--- config.mk ---
export PLATFORM = sky130hd
export DESIGN_NAME = int_div_base
export DESIGN_NICKNAME = d
export VERILOG_FILES = /design/src/rtl/int_div_base.sv
export SDC_FILE = /design/constraint.sdc
export NUM_CORES = 1
export LEC_CHECK = 0
export ABC_AREA = 0
export ABC_CLOCK_PERIOD_IN_PS = 2800
export CAP_MARGIN = 20
export CELL_PAD_IN_SITES_DETAIL_PLACEMENT = 1
export CELL_PAD_IN_SITES_GLOBAL_PLACEMENT = 2
export CORE_MARGIN = 2
export CORE_UTILIZATION = 28
export DETAILED_ROUTE_END_ITERATION = 16
export PLACE_DENSITY = 0.86
export SYNTH_ARGS = -nofsm -noshare
export SYNTH_HDL_FRONTEND = slang
export SYNTH_SLANG_ARGS = --single-unit
--- constraint.sdc ---
create_clock -name clk -period 2.8 [get_ports clk]
set_clock_uncertainty 0.2 [all_clocks]
set_input_delay 0.84 -clock clk [delete_from_list [all_inputs] [get_ports clk]]
set_output_delay 0.84 -clock clk [all_outputs]
set_load 0.1 [all_outputs]
--- src/rtl/int_div_base.sv ---
// int_div_base: unsigned restoring divider, one quotient bit per cycle.
// Ports: clk, reset (async active-low); istream val/rdy/msg {dividend,divisor};
//        ostream val/rdy/msg {remainder,quotient}.
module int_div_base #(
  parameter int p_nbits = 32
) (
  input  logic                   clk,
  input  logic                   reset,
  input  logic                   istream_val,
  output logic                   istream_rdy,
  input  logic [2*p_nbits-1:0]   istream_msg,
  output logic                   ostream_val,
  input  logic                   ostream_rdy,
  output logic [2*p_nbits-1:0]   ostream_msg
);

  localparam int CW = $clog2(p_nbits);
  localparam logic [CW-1:0] CNT_LAST = CW'(p_nbits - 1);

  typedef enum logic [1:0] {
    IDLE = 2'd0,
    CALC = 2'd1,
    DONE = 2'd2
  } state_t;

  state_t state, state_nx;

  logic [CW-1:0]      cnt;
  logic [p_nbits:0]   rem;
  logic [p_nbits-1:0] quo;
  logic [p_nbits-1:0] dvs;

  logic [p_nbits:0]   rem_sh;
  logic [p_nbits:0]   diff;
  logic               last;
  logic               load;
  logic               step;

  // Shift {rem,quo} left by one; the extra rem bit keeps the borrow.
  assign rem_sh = {rem[p_nbits-1:0], quo[p_nbits-1]};
  assign diff   = rem_sh - {1'b0, dvs};
  assign last   = (cnt == CNT_LAST);

  always_ff @(posedge clk or negedge reset) begin
    if (!reset) state <= IDLE;
    else        state <= state_nx;
  end

  always_comb begin
    state_nx    = IDLE;
    istream_rdy = 1'b0;
    ostream_val = 1'b0;
    load        = 1'b0;
    step        = 1'b0;
    case (state)
      IDLE: begin
        istream_rdy = 1'b1;
        if (istream_val) begin
          load     = 1'b1;
          state_nx = CALC;
        end else begin
          state_nx = IDLE;
        end
      end
      CALC: begin
        step     = 1'b1;
        state_nx = last ? DONE : CALC;
      end
      DONE: begin
        ostream_val = 1'b1;
        state_nx    = ostream_rdy ? IDLE : DONE;
      end
      default: state_nx = IDLE;
    endcase
  end

  always_ff @(posedge clk or negedge reset) begin
    if (!reset) begin
      cnt <= '0;
      rem <= '0;
      quo <= '0;
      dvs <= '0;
    end else if (load) begin
      cnt <= '0;
      rem <= '0;
      quo <= istream_msg[2*p_nbits-1:p_nbits];
      dvs <= istream_msg[p_nbits-1:0];
    end else if (step) begin
      cnt <= cnt + CW'(1);
      // Negative trial result: restore (keep shifted value), bit is 0.
      rem <= diff[p_nbits] ? rem_sh : diff;
      quo <= {quo[p_nbits-2:0], ~diff[p_nbits]};
    end
  end

  assign ostream_msg = {rem[p_nbits-1:0], quo};

endmodule
# Word level (Yosys, flattened, before mapping)
# Cells that the tools add are included.
# totals
wordCells	29
output_inout_bits	66
reg_bits	103
input_bits	68
# op_classes
mux	16
n_bitwise	1
reduce_logical	2
addsub	2
n_eq_ne	3
# op_table
cell	n
two-way mux 32 bit	5
subtractor 33 x 32 -> 33 bit	1
two-way mux 5 bit	2
two-way mux 1 bit	6
one-hot mux 2 bit (3 select lines)	1
adder 5 x 1 -> 5 bit, second input constant	1
equality test 5 bit, second input constant	1
two-way mux 2 bit	2
equality test 2 x 1 -> 1 bit, second input constant	1
equality test 2 bit, second input constant	1
zero test 2 bit	1
nonzero test 2 bit	1
NOT 1 bit	1

# Longest topological paths before layout
# depth
word_depth	4
depth_mapped	14
mapped_depth_nobuf	12

# Worst setup path after synthesis
# No wires, ideal clock.
# synth_path
path_type	register to register
startpoint	register quo[31]
endpoint	register rem[17]
slack_ns	-0.694
required_time_ns	2.469
period_less_slack_ns	3.494
setup_ns	0.131
path_buffers	2
arrival_ns	3.163
stages_incl_launch_ff	15
path_cell_list	dfrtp_1 -> inv_1 -> ha_1 -> inv_1 -> fa_1 -> a21oi_1 -> o21ai_1 -> o22ai_2 -> a211oi_4 -> mux2_4 -> and2_4 -> buf_12 -> buf_12 -> mux2i_1 -> o21ai_1
# synth_via
elab_chain_cells	4
# synth_lines
element	line	source
start: declaration	30	logic [p_nbits-1:0] quo;
start signal: assignment	86	quo <= istream_msg[2*p_nbits-1:p_nbits];
start signal: assignment	92	quo <= {quo[p_nbits-2:0], ~diff[p_nbits]};
subtractor 33 x 32 -> 33 bit	41	assign diff = rem_sh - {1'b0, dvs};
two-way mux 32 bit	91	rem <= diff[p_nbits] ? rem_sh : diff;
two-way mux 32 bit	88	end else if (step) begin
two-way mux 32 bit	83	end else if (load) begin
end signal: assignment	91	
end: declaration	29	logic [p_nbits:0] rem;
# No other way between the ends. The select of a mux whose other input is x is not followed.
# A chain may end at the register's enable or synchronous reset.

# Final worst setup path
# layout_path
startpoint	register quo[31]
endpoint	register rem[27]
# The elaborated chain is that of the path after synthesis.

==> impl_metrics.toml <==
[outcome]
status = "complete, but fails checks"
violations = "setup timing"

[synth]
register_bit_count_reported_by_yosys = 103
synth_cells = 733
number_of_synthesized_flops_with_an_enable_pin = 0
avgSynthCellArea_um2 = 8.73
synthArstFlopShare_pct = 100
ys_seq_area_share_pct = 40.3
netlist_area_mm2 = 0.00640
post_synth_num_cell_types = 67
postSynth.topFlopCell = "sky130_fd_sc_hd__dfrtp_1"
yosysWarningCount = 0
synth.net_count = 836

[worst_setup_path]
crit_chain = "inv_4, ha_4, inv_2, fa_2, a21oi_4, o21ai_2, o22ai_4, a211oi_4, mux2_4, and2_4, buf_4, nand2_4, buf_6, o211ai_1"
endpoint_kind_of_the_worst_setup_timing_path = "flop"
critPathSlowestCell = "sky130_fd_sc_hd__dfrtp_4"
timing.reg2reg.worst_path_depth = 14
r2r_slack_ps = -150
regToRegEndpoint = "rem[27]$_DFFE_PN0P_"
cp.required_ps = 2860
critPathMaxFanout = 4
cp_arrival_ps = 3010
critical_path_launch_point_type = "flop"
path_class = "flop to flop"
r2r_start = "quo[31]$_DFFE_PN0P_"
max_stage_delay_ps = 500

[sta]
final_min_period_over_clock_period_pct = 105
finalWorstPathRequiredPeriod_ps = 2950
maxSlewHeadroom_pct = 54.1
report.final.hold_viol_count = 0
maxClockFrequency_mhz = 339
timing_max_transition_violations_final = 0
worst-slew-pin-transition_ps = 688
post-route-worst-setup-slack_ps = -151
setup_viol_count_final = 33
rsz_0062_raised_after_global_routing = "yes"

[floorplanning]
design.die.area_mm2 = 0.0241
initial_core_util_pct = 28.4
fp-row-count = 55
ioPinCount = 134
dieHeight_um = 155
die_width_um = 155
fp.coreArea_mm2 = 0.0225

[detailed_routing]
detailed_route_wirelength_on_metal2_um = 10500
post_drt_via_cell_ratio = 5.06
route.top_layer_used = "met4"
wirelength_met1_um = 9230
detailroute.wirelength.met3_um = 835
first_pass_iteration_count_of_the_detailed_router = 4
detail-route-antenna-nets = 0
wirelength_um = 21000
wl_per_cell_um = 17.2
drc_errors = 0
drt_iter0_markers = 331
num_vias = 6149

[placement]
placed_cells = 1192
gp_routability_congestion = 0.856
portBuffers = 133
place.detailed.hpwl_um = 15600

[clocking]
ctsHoldBuffers = 0
worstSkewPairLatency_ps = 370
clk_path_buf_depth = 2
tritoncts = "done"
cts_htree_levels = 3
cts_root_buf = "sky130_fd_sc_hd__clkbuf_16"
clk_transition_reported_paths_ps = 90
cts_made_buffers = 9
numClockSinks = 103

[cells_and_area]
layout_cells_sized_above_1_pct = 27.0
mostFrequentLayoutCells = "sky130_fd_sc_hd__buf_4, sky130_fd_sc_hd__nand2_1, sky130_fd_sc_hd__dfrtp_1"
final_cells = 1216
layout-area-overhead-vs-synth_pct = 40.7
fin_nets = 1028
most_frequent_standard_cell_in_the_layout_excluding_fill_and_tap_cells = "sky130_fd_sc_hd__buf_4"

[grt]
antenna_found_initial = 1
grt_pass1_vias = 6570
grt_first_pass_wirelength_um = 33700
global_route.overflow_total = 0
grt_start_max_net_pins = 53
global_route.usage.total_pct = 17.5

[run]
max_cap_viol_count = 0

[hold_path]
holdCritPathClass = "input pin to async pin"
cell families (layout without fill, tap and decap cells):
kind of cell	after synthesis	in the layout	synth area share (%)
AND/OR/NAND/NOR	246	246	17.4
AO/OA/AOI/OAI	216	216	22.2
flip-flops	103	103	40.3
buffers and inverters	87	284	6.34
adder cells (fa/ha/maj)	35	35	6.96
XOR/XNOR	24	24	3.29
multiplexers	22	22	3.52
other	0	1	0
cells in the mapped netlist, types with 3 or more instances:
master | number | area share [%]
sky130_fd_sc_hd__nor3_1 | 11 | 0.86
sky130_fd_sc_hd__buf_6 | 3 | 0.53
sky130_fd_sc_hd__nand3_1 | 44 | 3.4
sky130_fd_sc_hd__buf_2 | 6 | 0.47
sky130_fd_sc_hd__o211ai_1 | 9 | 1.1
sky130_fd_sc_hd__o21a_1 | 4 | 0.47
sky130_fd_sc_hd__o21ai_1 | 19 | 1.5
sky130_fd_sc_hd__and3_1 | 8 | 0.78
sky130_fd_sc_hd__and2_1 | 3 | 0.29
sky130_fd_sc_hd__a31oi_1 | 5 | 0.49
sky130_fd_sc_hd__a211oi_1 | 5 | 0.59
sky130_fd_sc_hd__nand2_1 | 137 | 8.0
sky130_fd_sc_hd__a21o_1 | 14 | 1.6
sky130_fd_sc_hd__nand4_1 | 6 | 0.59
sky130_fd_sc_hd__a32oi_1 | 4 | 0.55
sky130_fd_sc_hd__nor2b_1 | 4 | 0.39
sky130_fd_sc_hd__nor2_1 | 19 | 1.1
sky130_fd_sc_hd__inv_1 | 42 | 2.5
sky130_fd_sc_hd__o2111ai_1 | 3 | 0.41
sky130_fd_sc_hd__a22oi_1 | 31 | 3.6
sky130_fd_sc_hd__ha_1 | 34 | 6.6
sky130_fd_sc_hd__o21ai_0 | 61 | 4.8
sky130_fd_sc_hd__clkbuf_1 | 29 | 1.7
sky130_fd_sc_hd__o21bai_1 | 6 | 0.70
sky130_fd_sc_hd__xnor2_1 | 16 | 2.2
sky130_fd_sc_hd__xor2_1 | 8 | 1.1
sky130_fd_sc_hd__a21oi_1 | 31 | 2.4
sky130_fd_sc_hd__mux2i_1 | 21 | 3.3
sky130_fd_sc_hd__dfrtp_1 | 103 | 40
sky130_fd_sc_hd__nor3b_1 | 3 | 0.35
worst max-delay path by stage:
| stage | startpoint | endpoint | slack, ps |
|---|---|---|---|
| floorplan | quo[31]$_DFFE_PN0P_ | rem[18]$_DFFE_PN0P_ | -200 |
| global placement | quo[31]$_DFFE_PN0P_ | rem[1]$_DFFE_PN0P_ | -150 |
| detailed placement | quo[31]$_DFFE_PN0P_ | rem[1]$_DFFE_PN0P_ | -220 |
| CTS | quo[31]$_DFFE_PN0P_ | rem[30]$_DFFE_PN0P_ | -130 |
| global route | quo[31]$_DFFE_PN0P_ | rem[17]$_DFFE_PN0P_ | -270 |
| finish | quo[31]$_DFFE_PN0P_ | rem[27]$_DFFE_PN0P_ | -150 |
cell type report:
| cell class | count | area (µm²) |
|---|---|---|
| fillers | 2632 | 13500 |
| multi-input cells | 543 | 3590 |
| flip-flops and latches | 103 | 2630 |
| repair buffers | 226 | 1960 |
| well taps | 285 | 357 |
| clock buffers | 9 | 225 |
| inverters | 42 | 160 |
| clock inverters | 7 | 80.1 |
| diodes | 1 | 2.50 |
routing by layer:
| metal | GRT usage (%) | vias up |
|---|---|---|
| met2 | 30.4 | 117 |
| met3 | 2.70 | 29 |
| met1 | 21.7 | 3024 |
| met4 | 6.92 | 0 |
| met5 | 0 | - |
| li1 | - | 2979 |
stage by stage:
stage	util (%)	hold slack, ps	setup TNS, ps	worst slack [ps]	area (µm²)
final	40.0	231	-2970	-151	9000
after global routing	40.0	266	-7020	-268	9000
after CTS	39.5	251	-1910	-133	8890
after floorplan	-	249	-4070	-196	6530
after global placement	37.8	269	-1060	-152	8500
after detailed placement	37.8	280	-2780	-215	8500
flip-flops by register name, indices dropped and copies added (netlist names):
name and count:
dvs 32, quo 32, rem 32, cnt 5, state 2
timing repair:
action / in CTS / in global routing
resized for setup: 17 / 16
cloned: 0 / 1
setup buffers: 3 / 4
pin swaps: 4 / 7
setup endpoints to repair: 32 / 33
worst max-delay path: cells and delay by family (launching register included):
family,cells,cell delay (ps)
AOI/OAI and AO/OA,5,630
adders and majority gates,2,500
buffers and inverters,4,390
DFF,1,500
muxes,1,340
and+or+nand+nor,2,260
Power is not shown: default switching activity piles up to over one toggle a cycle in this logic, so the estimate is an artifact.
